**config.mk**
```make
export PLATFORM = sky130hd
export DESIGN_NAME = mux_sel_sequencer
export DESIGN_NICKNAME = d
export VERILOG_FILES = /design/src/rtl/mont_pkg.sv /design/src/rtl/sel_shift_reg.sv /design/src/rtl/mux_sel_sequencer.sv
export SDC_FILE = /design/constraint.sdc
export NUM_CORES = 1
export LEC_CHECK = 0
export CAP_MARGIN = 20
export CORE_ASPECT_RATIO = 0.9
export CORE_UTILIZATION = 38
export DETAILED_ROUTE_END_ITERATION = 8
export PLACE_DENSITY = 0.69
export SKIP_LAST_GASP = 1
export SLEW_MARGIN = 15
export SYNTH_ARGS = -nofsm -noshare
export SYNTH_HDL_FRONTEND = slang
export SYNTH_SLANG_ARGS = --single-unit
```
**constraint.sdc**
```tcl
create_clock -name clk -period 2.1 [get_ports clk]
set_clock_uncertainty 0.2 [all_clocks]
set_input_delay 0.315 -clock clk [delete_from_list [all_inputs] [get_ports clk]]
set_output_delay 0.315 -clock clk [all_outputs]
set_load 0.01 [all_outputs]
```
**src/rtl/mont_pkg.sv**
```systemverilog
// Constants shared by the Montgomery core, the mux datapath and its select sequencer.
package mont_pkg;

    localparam int OPERAND_W = 256;

    // Bit-counter width able to index bits 0..n-1; never narrower than one bit.
    function automatic int cnt_w(input int n);
        return (n < 2) ? 1 : $clog2(n);
    endfunction

endpackage

```
**src/rtl/sel_shift_reg.sv**
```systemverilog
// Active operand slot: parallel load, LSB-first shift-right with zero fill,
// bit counter and first/last flags.
module sel_shift_reg
    import mont_pkg::*;
#(
    parameter int N = OPERAND_W
) (
    input  logic         clk,
    input  logic         rst,
    input  logic         load_i,
    input  logic [N-1:0] load_data_i,
    input  logic         step_i,
    output logic         valid_o,
    output logic         bit_o,
    output logic         first_o,
    output logic         last_o
);

    localparam int CNT_W = cnt_w(N);
    localparam logic [CNT_W-1:0] CNT_LAST = CNT_W'(N - 1);

    logic [N-1:0]     sr_q, sr_d;
    logic [CNT_W-1:0] cnt_q, cnt_d;
    logic             valid_q, valid_d;
    logic             at_last;

    assign at_last = (cnt_q == CNT_LAST);

    always_comb begin
        sr_d    = sr_q;
        cnt_d   = cnt_q;
        valid_d = valid_q;
        if (load_i) begin
            sr_d    = load_data_i;
            cnt_d   = '0;
            valid_d = 1'b1;
        end else if (step_i && valid_q) begin
            // The final shift empties the register so an idle slot always reads zero.
            sr_d = sr_q >> 1;
            if (at_last) begin
                valid_d = 1'b0;
                cnt_d   = '0;
            end else begin
                cnt_d = cnt_q + CNT_W'(1);
            end
        end
    end

    always_ff @(posedge clk) begin
        if (rst) begin
            sr_q    <= '0;
            cnt_q   <= '0;
            valid_q <= 1'b0;
        end else begin
            sr_q    <= sr_d;
            cnt_q   <= cnt_d;
            valid_q <= valid_d;
        end
    end

    assign valid_o = valid_q;
    assign bit_o   = valid_q & sr_q[0];
    assign first_o = valid_q && (cnt_q == '0);
    assign last_o  = valid_q && at_last;

endmodule

```
**src/rtl/mux_sel_sequencer.sv**
```systemverilog
// Serialises N-bit operands LSB first into a mux select stream, with a pending
// buffer so the next operand can load while the current one streams.
//
// state    | active_valid,pending_full | meaning
// IDLE     | 0,0                       | nothing held, ready for a load
// RUN      | 1,0                       | streaming, pending buffer free
// RUN_PEND | 1,1                       | streaming, next operand waiting
// PEND     | 0,1                       | operand waiting, moves to shifter next edge
module mux_sel_sequencer
    import mont_pkg::*;
#(
    parameter int N = OPERAND_W
) (
    input  logic         clk,
    input  logic         rst,
    input  logic         load_valid,
    output logic         load_ready,
    input  logic [N-1:0] load_data,
    input  logic         step,
    output logic         sel_bit,
    output logic         sel_valid,
    output logic         first,
    output logic         last,
    output logic         busy,
    output logic         done
);

    logic         pending_full_q, pending_full_d;
    logic [N-1:0] pend_buf_q, pend_buf_d;
    logic         done_q, done_d;

    logic         act_valid;
    logic         act_bit;
    logic         act_first;
    logic         act_last;
    logic         load_fire;
    logic         step_fire;
    logic         transfer;

    // load_ready already folds in rst, so loads offered during reset are dropped.
    assign load_fire = load_valid && load_ready;
    assign step_fire = step && act_valid;
    assign transfer  = pending_full_q && (!act_valid || (step_fire && act_last));

    sel_shift_reg #(
        .N (N)
    ) u_active (
        .clk         (clk),
        .rst         (rst),
        .load_i      (transfer),
        .load_data_i (pend_buf_q),
        .step_i      (step),
        .valid_o     (act_valid),
        .bit_o       (act_bit),
        .first_o     (act_first),
        .last_o      (act_last)
    );

    always_comb begin
        pending_full_d = pending_full_q;
        pend_buf_d     = pend_buf_q;
        done_d         = step_fire && act_last;
        if (transfer) begin
            pending_full_d = 1'b0;
        end
        if (load_fire) begin
            pending_full_d = 1'b1;
            pend_buf_d     = load_data;
        end
    end

    always_ff @(posedge clk) begin
        if (rst) begin
            pending_full_q <= 1'b0;
            pend_buf_q     <= '0;
            done_q         <= 1'b0;
        end else begin
            pending_full_q <= pending_full_d;
            pend_buf_q     <= pend_buf_d;
            done_q         <= done_d;
        end
    end

    // Every output is forced low for the whole cycle in which rst is high.
    assign load_ready = !pending_full_q && !rst;
    assign sel_valid  = act_valid && !rst;
    assign sel_bit    = act_bit && !rst;
    assign first      = act_first && !rst;
    assign last       = act_last && !rst;
    assign busy       = (act_valid || pending_full_q) && !rst;
    assign done       = done_q && !rst;

endmodule

```
* After elaboration in Yosys (flattened, before gate mapping) *
Cells that the tools add are included.

storage, ports and cells
  register bits = 523
  output and inout port bits = 7
  logic and storage cells = 41
  bits of input ports = 260

cells by class
  reductions and logical operators = 24
  mux-type cells = 8
  equal/unequal tests = 1
  bitwise gates (word level) = 1
  add/sub/neg operators = 1

operator list
  cell                 count
  $mux 256             2
  $logic_and 1x1->1    13
  $add 8x1->8 const B  1
  $eq 8x8->1 const B   1
  $logic_not 8->1      1
  $mux 8               1
  $reduce_bool 2->1    3
  $mux 1               5
  $logic_not 1->1      3
  $logic_or 1x1->1     2
  $reduce_and 2->1     1
  $reduce_or 2->1      1
  $and 1x1->1          1

* Logic depth before layout (Yosys ltp) *
Gate-level depths: netlist of run 1.

  word-level depth = 7
  depth in mapped cells = 8
  gate-level depth less buffers = 5

* Hierarchy *
Synthesis of run 1 repeated with hierarchy kept, for this count alone.

second synthesis, totals
  cell total of the unflattened synthesis = 2633
  area total of the unflattened synthesis = 20848.7 µm²

by module, submodules not included
  module             sequential area each (µm²)  area an instance (µm²)  cells each  instances
  sel_shift_reg      5305.1                      11796.3                 1505        1
  mux_sel_sequencer  5165.0                      9052.4                  1128        1

* Worst setup path before layout of run 1 *
No wires, ideal clock.

  kind = register to output
  from = reg u_active.valid_q (netlist: u_active.valid_o)
  to = out first
  arrival time = 1.498 ns
  required time = 1.585 ns
  cell stages (with the launch flop) = 6
  path buffers = 2
  path slack = 0.087 ns
  path through = dfxtp_1 > buf_2 > buf_2 > nor2b_1 > nand2_1 > nor4_1

between the ends
  word-level cells in the longest chain between the ends = 2

ends and longest elaborated chain
  item                    line                     source
  from (decl)             sel_shift_reg.sv:24      logic valid_q, valid_d;
  from (signal assigned)  sel_shift_reg.sv:57      valid_q <= valid_d;
  $logic_and 1x1->1       sel_shift_reg.sv:63      assign first_o = valid_q && (cnt_q == '0);
  $logic_and 1x1->1       mux_sel_sequencer.sv:88  assign first = act_first && !rst;
  to (decl)               mux_sel_sequencer.sv:22  output logic first,

No other way between the ends.

* Final worst setup path of run 1 *
  from = reg u_active.cnt_q[1]
  to = reg u_active.sr_q[70]

between the ends
  word-level cells in the longest chain between the ends = 6
  elaborated cells between the ends (all ways) = 7
  those cells by class = eq/ne (1); mux (1); reduce/logical (5)

ends and longest elaborated chain
  item                                           line                     source
  from (decl)                                    sel_shift_reg.sv:23      logic [CNT_W-1:0] cnt_q, cnt_d;
  from (signal assigned)                         sel_shift_reg.sv:56      cnt_q <= cnt_d;
  $eq 8x8->1 *                                   sel_shift_reg.sv:27      assign at_last = (cnt_q == CNT_LAST);
  $logic_and 1x1->1 *                            sel_shift_reg.sv:64      assign last_o = valid_q && at_last;
  $logic_and 1x1->1 *                            mux_sel_sequencer.sv:43  assign transfer = pending_full_q && (!act_valid || (step_fire && act_last));
  $logic_or 1x1->1 *                             mux_sel_sequencer.sv:43
  $logic_and 1x1->1 *                            mux_sel_sequencer.sv:43
  $mux 256 or $reduce_bool 2->1 (tied branches)  --
  to (signal assigned)                           sel_shift_reg.sv:55      sr_q <= sr_d;
  to (decl)                                      sel_shift_reg.sv:22      logic [N-1:0] sr_q, sr_d;

Mark *: on every way between the ends. The rest lies on a longest branch, timed or not.
A chain may end at the register's enable or synchronous reset.

==> results of run 1 <==
-- layout make-up --
cell class	count	area [sq um]	share of cell area, %
tap	765	957	3.10
clock buffer	77	1620	5.24
inverter	7	36.3	0.117
multi-input combinational	1600	11600	37.7
clock inverter	18	220	0.712
sequential	523	10500	33.9
timing repair buffer	452	5960	19.3
-- power groups by stage --
| stage | Combinational [uW] | Sequential, uW | Clock [uW] |
|---|---|---|---|
| 2_1_floorplan | 2900 | 11500 | 0 |
| 3_3_place_gp | 3980 | 11700 | 0 |
| 3_5_place_dp | 4090 | 11700 | 0 |
| 4_1_cts | 4340 | 11500 | 10100 |
| 5_1_grt | 5650 | 11700 | 10600 |
| 6_report | 5290 | 11600 | 9970 |
-- cell usage after synthesis, types with 5 or more instances --
cell type,number
inv_1,6
buf_6,15
o21ai_1,62
o221a_1,95
a211o_1,255
a22oi_1,5
o21ai_0,197
dfxtp_1,523
nand2_1,518
o221a_2,160
clkbuf_1,182
buf_2,68
and3_1,256
buf_4,22
a21oi_1,7
-- final timing paths --
path,endpoint,cells past startpoint,slack [ns],start
setup / recovery,u_active.sr_q[70],8,-0.21,u_active.cnt_q[1]
hold reg to reg,pend_buf_q[108],2,0.25,pend_buf_q[108]
hold / removal,pend_buf_q[216],3,0.05,load_data[216]
setup reg to reg,u_active.sr_q[70],8,-0.21,u_active.cnt_q[1]
-- per-layer routing --
layer	track usage (%)	share of wire, %	up-vias
li1	-	-	9390
met1	27.1	43	9803
met4	5.86	2.5	2
met5	0	0.021	-
met3	3.43	5.7	112
met2	33.3	48	692
-- kinds of logic after synthesis --
kind of cell	synth area share, %
AND/OR/NAND/NOR	16.9
AO/OA/AOI/OAI	29.5
flip-flops	47.2
buffers and inverters	6.24
adder cells (fa/ha/maj)	0.113
XOR/XNOR	0.0395
multiplexers	0.0451
-- tightest hold or removal path: stages --
cell	delay, ns
clkdlybuf4s50_1	0.39
nand2_1	0.06
o21ai_1	0.05
-- stage by stage --
stage / area [sq um] / utilization, % / setup TNS [ns]
floorplan: 22200 / - / 0
finish: 30900 / 53.9 / -30.22
global placement: 25700 / 44.8 / -10.44
global route: 30900 / 53.9 / -41.60
CTS: 28500 / 49.8 / -49.59
detailed placement: 25700 / 44.8 / -22.72
-- timing repair --
item                                    in CTS  in global routing
gates cloned                                23                 51
resized for setup                           59                209
endpoints found under the setup margin     264                268
pin swaps                                    6                 20
setup buffers                               19                 29
-- flip-flops by register name, indices dropped and copies added (netlist names) --
name / flops
pend_buf_q: 256
u_active.sr_q: 256
u_active.cnt_q: 8
done_q: 1
pending_full_q: 1
u_active.valid_o: 1
==> metrics.md, run 1 <==
| Metric | Value |
|---|---|
| Status | `complete, but fails checks` |
| Failing checks | `negative setup slack` |
| CP Launch Type | `flip-flop` |
| Slowest cell on the critical path | `o31a_4` |
| Drt first pass iters | `6` |
| Die span in x | `~260 um` |
| Seq pwr share | `43.2%` |
| CTS Hold Buffers Added | `0` |
| CTS tree | `yes` |
| Vias in the first global route | `18323` |
| Total power | `26900 uW` |
| Final Hold Vio Count | `0` |
| I/O Pins | `267` |
| Internal power | `19700 uW` |
| Clock-pin slew on the worst setup and hold paths | `0.06 ns` |
| Cts bufs inserted | `55` |
| Clk pwr share | `37.1%` |
| Asr flop ratio synth | `0%` |
| HP Class | `input port to flip-flop` |
| Sw frac | `26.6%` |
| Critical path's top delay family | `buffers and inverters` |
| I/O Buffers | `roughly 270` |
| Post-synthesis register bit count | `523` |
| H-tree levels | `2` |
| # diodes | `0` |
| Remaining Overflow, GRT | `0` |
| Total clock sinks | `523` |
| Max VDD drop | `~0.65 mV` |
| Cells after DPL | `3243` |
| Final hold slack | `0.0507 ns` |
| Relative slew slack | `between 40% and 50%` |
| Sequential-to-total area share from yosys stat | `47.2%` |
| Final cell count without fillers | `around 3400` |
| Clock root cell | `clkbuf_16` |
| Via/cell ratio | `5.81` |
| RSZ-0062 raised after global routing | `yes` |
| Leak Pwr | `0.0142 uW` |
| Ranking of synthesized cells by area | `dfxtp_1 (47%), a211o_1 (10%), nand2_1 (8.8%)` |
| Ys Warns | `0` |
| Die span in y | `231 um` |
| Comb power frac | `19.7%` |
| Number of enable flip-flop cells after synthesis | `0` |
| Initial antenna violation count | `1` |
| Critical path fanouts, max | `6` |
| Final slew viol count | `0` |
| Mapped Cells | `about 2400` |
| Netlist Area Pre-Place | `22200 sq um` |
| Final period util | `110%` |
| Max cap viols | `0` |
| CTS Buffer Depth | `3` |
| Leading area contributor after synthesis | `dfxtp_1` |
| Post-route setup slack | `-0.215 ns` |
| Most frequent cells in the layout | `nand2_1 (518), dfxtp_1 (517), clkdlybuf4s50_1 (258)` |
| Drt drc | `0` |
| Row cnt | `83` |
| Buffers & Inverters on Critical Path | `4` |
| Post-synth top area share | `47.2%` |
| Worst skew pair latency | `0.62 ns` |
| Core area | `57300 sq um` |
| Layout cell share with drive strength beyond 1 | `17.4%` |
| Ys flop type | `dfxtp_1` |
| Max Fclk | `0.432 GHz` |
| Net Switching | `between 7000 and 8000 uW` |
| Setup violators final | `250` |
| DIE AREA | `59300 sq um` |
| WS Path Type | `flip-flop to flip-flop` |
| Slew @ Worst Pin | `0.823 ns` |
| Total track usage | `about a fifth` |
| Worst path arrival time | `2.61 ns` |
| Via count | `19999` |
| Post-DP HPWL | `35100 um` |
| Max incr delay on CP | `0.42 ns` |
| Initial Util | `38.7%` |
| Post-Route WL | `between 70000 and 80000 um` |
| Tmin final | `2.31 ns` |
| P per Cell Area | `869 nW/um^2` |
| Net Count, Synth | `2675` |
| DR iter-0 viols | `1683` |
| # fillers | `4919` |
| First-pass GRT wire length | `99100 um` |
| Syn Area/Cell | `9.19 sq um` |
| Critical Path Sink Type | `flip-flop` |
| Area Overhead vs Synth | `39.4%` |
| Post-DR wirelength/cell | `20.6 um` |
| Most common cell after layout, fill and taps aside | `nand2_1` |
| Setup WS pre-CTS | `-0.247 ns` |
| Cells along the critical path | `buf_6, ha_4, nand3_4, buf_8, buf_12, o31a_4, bufbuf_16, o221a_2` |
| Fin nets | `2901` |
| RePlAce Congestion | `a little under 0.8` |
| Cell variety after synth | `37` |
| Antenna-violating nets left | `0` |
| CP Data Required Time | `2.40 ns` |
| Largest net degree at the start of global routing | `100` |
(Power assumes the default switching activity.)
==> run 2: changes to the inputs <==
- SKIP_CTS_REPAIR_TIMING: unset -> 1
==> run 2 against run 1 <==
Against the previous run: the flow still finishes with violations (negative setup slack); final cell count fell by 1.9%; core utilization is 4.5 points lower; register-to-register slack got worse by 0.03 ns; fmax shrank 1.3%; critical path depth did not move; wire length fell by 11%; setup slack worse by 0.031 ns; critical path type unchanged; die area did not move; total power shrank 3.9%; global-route usage decreased by 1.5 points.
==> metrics.md, run 2 (synthesis gave the netlist of run 1 again) <==
| Metric | Value |
|---|---|
| Most frequent cells in the layout | `dfxtp_1 (519), nand2_1 (518), clkdlybuf4s50_1 (259)` |
| First-pass GRT wire length | `93600 um (-5.5%)` |
| Comb power frac | `16.9% (-2.8 points)` |
| Max Fclk | `0.426 GHz (-1.3%)` |
| Critical Path Sink Type | `flip-flop` |
| Post-route setup slack | `-0.246 ns (-0.0312 ns)` |
| DIE AREA | `59300 sq um (unchanged)` |
| Via/cell ratio | `5.72 (-1.6%)` |
| Final cell count without fillers | `3377 (-1.9%)` |
| WS Path Type | `flip-flop to flip-flop` |
| Reg2Reg Depth | `8 (unchanged)` |
| Clock-pin slew on the worst setup and hold paths | `0.06 ns (about the same)` |
| Max cap viols | `0 (unchanged)` |
| Slowest cell on the critical path | `o31a_4` |
| Leak Pwr | `0.0130 uW (-8.7%)` |
| Status | `complete, but fails checks` |
| CP Launch Type | `flip-flop` |
| RePlAce Congestion | `0.770 (unchanged)` |
| CTS Buffer Depth | `3 (unchanged)` |
| Die span in x | `257 um (unchanged)` |
| P per Cell Area | `910 nW/um^2 (+4.7%)` |
| Sw frac | `25.7% (-0.90 points)` |
| Final hold slack | `0.0556 ns (+0.00490 ns)` |
| Clock root cell | `clkbuf_16` |
| Net Switching | `6640 uW (-7.2%)` |
| Internal power | `19200 uW (-2.7%)` |
| Row cnt | `83 (unchanged)` |
| Largest net degree at the start of global routing | `100 (unchanged)` |
| Seq pwr share | `44.7% (+1.5 points)` |
| Post-Route WL | `63000 um (-11%)` |
| Initial antenna violation count | `1 (unchanged)` |
| Failing checks | `negative setup slack` |
| Total clock sinks | `523 (unchanged)` |
| Cells along the critical path | `buf_4, ha_2, nand3_4, buf_4, o31a_4, buf_12, buf_16, o221a_2` |
| Origin of the critical flop-to-flop path | `u_active.cnt_q[1]` |
| Relative slew slack | `46.2% (+1.1 points)` |
| Via count | `19309 (-3.5%)` |
| Tmin final | `2.35 ns (+0.0312 ns)` |
| DR iter-0 viols | `1720 (+2.2%)` |
| Remaining Overflow, GRT | `0 (unchanged)` |
| RSZ-0062 raised after global routing | `yes` |
| Final Hold Vio Count | `0 (unchanged)` |
| Die span in y | `231 um (unchanged)` |
| Fin nets | `2836 (-2.2%)` |
| Multi-input logic area | `10400 sq um (-10%)` |
| Drt drc | `0 (unchanged)` |
| Cts bufs inserted | `55 (unchanged)` |
| Post-DP HPWL | `35100 um (unchanged)` |
| Drt first pass iters | `5 (-1)` |
| Worst skew pair latency | `0.61 ns (about the same)` |
| # diodes | `0 (unchanged)` |
| Storage element area | `10500 sq um (about the same)` |
| I/O Pins | `267 (unchanged)` |
| Cells after DPL | `3243 (unchanged)` |
| # fillers | `5238 (+6.5%)` |
| DP Area | `25700 sq um (unchanged)` |
| Most common cell after layout, fill and taps aside | `dfxtp_1` |
| Setup violators final | `260 (+4.0%)` |
| CP Data Required Time | `2.40 ns (about the same)` |
| Clk pwr share | `38.4% (+1.3 points)` |
| Layout cell share with drive strength beyond 1 | `15.1% (-2.3 points)` |
| I/O Buffers | `266 (unchanged)` |
| Worst path arrival time | `2.64 ns (+0.03 ns)` |
| CTS tree | `yes` |
| Hold Crit Depth | `3 (unchanged)` |
| Hold endpoint | `pend_buf_q[52]` |
| Crit-path most repeated cell | `buf_4` |
| Final period util | `112% (+1.5 points)` |
| Core area | `57300 sq um (unchanged)` |
| Register-to-register setup slack | `-0.25 ns (-0.03 ns)` |
| Critical path fanouts, max | `22 (+16)` |
| Max VDD drop | `0.640 mV (-1.5%)` |
| Total track usage | `18.8% (-1.5 points)` |
| Hold path start | `load_data[52]` |
| Post-DR wirelength/cell | `18.6 um (-9.7%)` |
| Vias in the first global route | `17920 (-2.2%)` |
| Final slew viol count | `0 (unchanged)` |
| Max incr delay on CP | `0.41 ns (about the same)` |
| Setup WS pre-CTS | `-0.247 ns (unchanged)` |
| Regs by FF count | `pend_buf_q x256, u_active.sr_q x256, u_active.cnt_q x8` |
| HP Class | `input port to flip-flop` |
| Slew @ Worst Pin | `0.807 ns (-0.0166 ns)` |
| Worst R2R End | `u_active.sr_q[60]` |
| Design Area, Final | `28400 sq um (-8.3%)` |
| H-tree levels | `2 (unchanged)` |
| Area Overhead vs Synth | `27.9%` |
| Antenna-violating nets left | `0 (unchanged)` |
| Initial Util | `38.7% (unchanged)` |
[run 2: power by group through the flow]
| stage | logic (uW) | clock network [uW] | registers [uW] |
|---|---|---|---|
| after CTS | 4120 | 10100 | 11500 |
| after global placement | 3980 | 0 | 11700 |
| final | 4370 | 9910 | 11500 |
| after detailed placement | 4090 | 0 | 11700 |
| after floorplan | 2900 | 0 | 11500 |
| after global routing | 4740 | 10500 | 11600 |
[run 2: routing by layer]
| metal | global-route usage [%] | wire [um] | vias up |
|---|---|---|---|
| li1 | - | - | 9232 |
| met1 | 25.3 | 28800 | 9456 |
| met2 | 30.7 | 29500 | 550 |
| met3 | 3.32 | 3480 | 69 |
| met4 | 5.19 | 1110 | 2 |
| met5 | 0 | 15 | - |
[run 2: worst max-delay path: cells and delay by family, from the launching register on]
family / cells / cell delay [ns]
fa+ha+maj: 1 / 0.20
simple gates: 1 / 0.13
compound gates: 2 / 0.69
buf+inv: 4 / 0.64
flops: 1 / 0.34
[run 2: per-stage QoR]
| stage | total power (uW) | utilization [%] | TNS [ns] |
|---|---|---|---|
| 2_1_floorplan | 14400 | - | 0 |
| 4_1_cts | 25800 | 48.0 | -19.49 |
| 3_5_place_dp | 15800 | 44.8 | -22.72 |
| 3_3_place_gp | 15700 | 44.8 | -10.44 |
| 6_report | 25800 | 49.5 | -34.85 |
| 5_1_grt | 26900 | 49.5 | -52.61 |
[run 2: area by class of cell]
type | instances | share of cell area [%]
Timing Repair Buffer | 389 | 16.3
Sequential cell | 523 | 36.9
Inverter | 7 | 0.119
Clock buffer | 77 | 5.71
Clock inverter | 18 | 0.776
Multi-Input combinational cell | 1598 | 36.8
Tap cell | 765 | 3.37
[run 2: worst max path at each step]
stage                            from                end  slack, ns  depth (start not counted)
finish              u_active.cnt_q[1]  u_active.sr_q[60]      -0.25                          8
global placement    u_active.cnt_q[0]              first      -0.24                          7
floorplan            u_active.valid_o              first       0.09                          5
detailed placement                rst              first      -0.25                          5
CTS                 u_active.cnt_q[0]              first      -0.91                          7
global route        u_active.cnt_q[0]              first      -0.33                          6
==> run 3: changes to the inputs <==
- clock period: 2.1 -> 2.7 ns (I/O delays scaled with it)
==> run 3 against run 2 <==
Against the previous run: first-iteration DRC count shrank 2.8%; critical endpoint is now sel_bit; critical path depth is 4 lower; sequential cell count stayed put; wire length decreased by 9.4%; the flow now finishes without violations; final cell count fell by 1.8%; largest power group unchanged; hold slack improved by 0.087 ns; sequential share of layout area is 1.6 points higher.
==> metrics.md, run 3 (synthesis gave the netlist of run 1 again) <==
| Metric | Value |
|---|---|
| Final slew viol count | `0 (unchanged)` |
| Drt first pass iters | `5 (unchanged)` |
| # fillers | `5348 (+2.1%)` |
| Seq pwr share | `44.6% (about the same)` |
| Setup violators final | `0 (-100%)` |
| Relative slew slack | `39.3% (-6.9 points)` |
| DR iter-0 viols | `1671 (-2.8%)` |
| RSZ-0062 raised after global routing | `no` |
| Post-Route WL | `57000 um (-9.4%)` |
| Worst R2R End | `u_active.sr_q[171]` |
| I/O Buffers | `266 (unchanged)` |
| Fin nets | `2767 (-2.4%)` |
| GR Util met2 | `30.5% (-0.18 points)` |
| Post-route setup slack | `0.178 ns (+0.424 ns)` |
| Max VDD drop | `0.493 mV (-23%)` |
| Max incr delay on CP | `0.52 ns (+0.11 ns)` |
| DP Area | `25200 sq um (-1.7%)` |
| RePlAce Congestion | `0.760 (-1.3%)` |
| Critical path's top delay family | `buffers and inverters` |
| H-tree levels | `2 (unchanged)` |
| Final cell count without fillers | `3315 (-1.8%)` |
| HP Class | `input port to flip-flop` |
| Net Switching | `5060 uW (-24%)` |
| Initial antenna violation count | `0 (-1)` |
| Cells after DPL | `3209 (-1.0%)` |
| Multi-input logic area | `10400 sq um (-0.60%)` |
| Post-DP HPWL | `32900 um (-6.4%)` |
| Design Area, Final | `27200 sq um (-4.0%)` |
| Critical Path Sink Type | `primary output` |
| Internal power | `15000 uW (-22%)` |
| Most frequent cells in the layout | `nand2_1 (518), dfxtp_1 (516), clkdlybuf4s50_1 (263)` |
| Via/cell ratio | `5.66 (-1.0%)` |
| Slew @ Worst Pin | `0.910 ns (+0.104 ns)` |
| Clock-pin slew on the worst setup and hold paths | `0.06 ns (about the same)` |
| Die span in y | `231 um (unchanged)` |
| First-pass GRT wire length | `92800 um (-0.77%)` |
| Drt drc | `0 (unchanged)` |
| Slowest cell on the critical path | `clkdlybuf4s50_1` |
| Origin of the critical flop-to-flop path | `u_active.cnt_q[0]` |
| Critical path fanouts, max | `6 (-73%)` |
| Total track usage | `18.6% (-0.19 points)` |
| Storage element area | `10500 sq um (about the same)` |
| Regs by FF count | `pend_buf_q x256, u_active.sr_q x256, u_active.cnt_q x8` |
| Remaining Overflow, GRT | `0 (unchanged)` |
| Largest net degree at the start of global routing | `185 (+85%)` |
| Antenna-violating nets left | `0 (unchanged)` |
| Most common cell after layout, fill and taps aside | `nand2_1` |
| Initial Util | `38.7% (unchanged)` |
| CTS tree | `yes` |
| Area Overhead vs Synth | `22.8%` |
| Crit. path cell count | `4 (-4)` |
| CP Launch Type | `flip-flop` |
| Tmin final | `2.52 ns` |
| Worst path arrival time | `1.92 ns (-0.72 ns)` |
| Buffers & Inverters on Critical Path | `2 (-2)` |
| Met3 Use GR | `3.26% (-0.066 points)` |
| P per Cell Area | `737 nW/um^2 (-19%)` |
| Layout cell share with drive strength beyond 1 | `12.9% (-2.2 points)` |
| GR Util met1 | `24.9% (-0.45 points)` |
| GRT Max-Usage Layer | `met2` |
| Setup WS pre-CTS | `0.277 ns (+0.524 ns)` |
| Status | `finished, final reports clean` |
| CTS Buffer Depth | `3 (unchanged)` |
| Row cnt | `83 (unchanged)` |
| Worst Setup EP | `sel_bit` |
| Vias in the first global route | `18173 (+1.4%)` |
| Critical path startpoint | `u_active.valid_o` |
| Cells along the critical path | `nor2b_2, buf_4, and2_1, clkdlybuf4s50_1` |
| Leak Pwr | `0.0124 uW (-4.7%)` |
| Die span in x | `257 um (unchanged)` |
| I/O Pins | `267 (unchanged)` |
| Final period util | `approximately 93%` |
| Max cap viols | `0 (unchanged)` |
| DIE AREA | `59300 sq um (unchanged)` |
| Clk pwr share | `39.8% (+1.4 points)` |
| Via count | `18757 (-2.9%)` |
| Comb power frac | `15.6% (-1.3 points)` |
| Post-DR wirelength/cell | `17.2 um (-7.7%)` |
| CP Data Required Time | `2.10 ns (-0.30 ns)` |
| Register-to-register setup slack | `0.43 ns (+0.68 ns)` |
| Clock root cell | `clkbuf_16` |
| Final Hold Vio Count | `0 (unchanged)` |
| Worst skew pair latency | `0.61 ns (about the same)` |
| Core area | `57300 sq um (unchanged)` |
| Reg2Reg Depth | `6 (-2)` |
| Hold path start | `load_data[60]` |
| Sw frac | `25.2% (-0.50 points)` |
| Cts bufs inserted | `55 (unchanged)` |
| WS Path Type | `flip-flop to primary output` |
| # diodes | `0 (unchanged)` |
| Max Fclk | `0.396 GHz` |
| Total clock sinks | `523 (unchanged)` |
run 3: layout make-up:
cell class              count  area share (%)
clock buffers              74            5.84
clock inverters            28            1.26
inverters                   7           0.124
multi-input cells        1596            38.1
flip-flops and latches    523            38.5
well taps                 765            3.51
repair buffers            322            12.6
run 3: routing by layer:
metal	share of wire, %	up-vias
met5	0	-
met1	46	9092
met3	5.7	72
li1	-	9091
met2	46	502
met4	2.0	0
run 3: power groups by stage:
stage | registers (uW) | logic (uW) | clock network [uW]
6_report | 8960 | 3130 | 7980
2_1_floorplan | 8970 | 2250 | 0
3_3_place_gp | 9080 | 3030 | 0
4_1_cts | 8950 | 3140 | 8170
5_1_grt | 9040 | 3440 | 8490
3_5_place_dp | 9110 | 3110 | 0
run 3: metrics by stage:
stage          hold slack [ns]  power (uW)  setup TNS (ns)  util, %
3_5_place_dp             0.241       12200               0     44.0
4_1_cts                 0.0907       20300          -0.408     47.4
5_1_grt                  0.120       21000               0     47.5
6_report                 0.142       20100               0     47.5
2_1_floorplan            0.229       11200               0        -
3_3_place_gp             0.237       12100               0     44.0
run 3: how the worst min path moves through the flow:
stage               depth (start not counted)  slack (ns)               to
global placement                            2        0.24   pend_buf_q[67]
finish                                      3        0.14   pend_buf_q[60]
global route                                3        0.12   pend_buf_q[90]
floorplan                                   2        0.23  pend_buf_q[100]
CTS                                         3        0.09   pend_buf_q[60]
detailed placement                          2        0.24   pend_buf_q[97]
run 3: worst min-delay path, delay by kind of cell:
family	cells	cell delay, ns
and+or+nand+nor	1	0.05
buffers and inverters	1	0.40
AOI/OAI and AO/OA	1	0.05
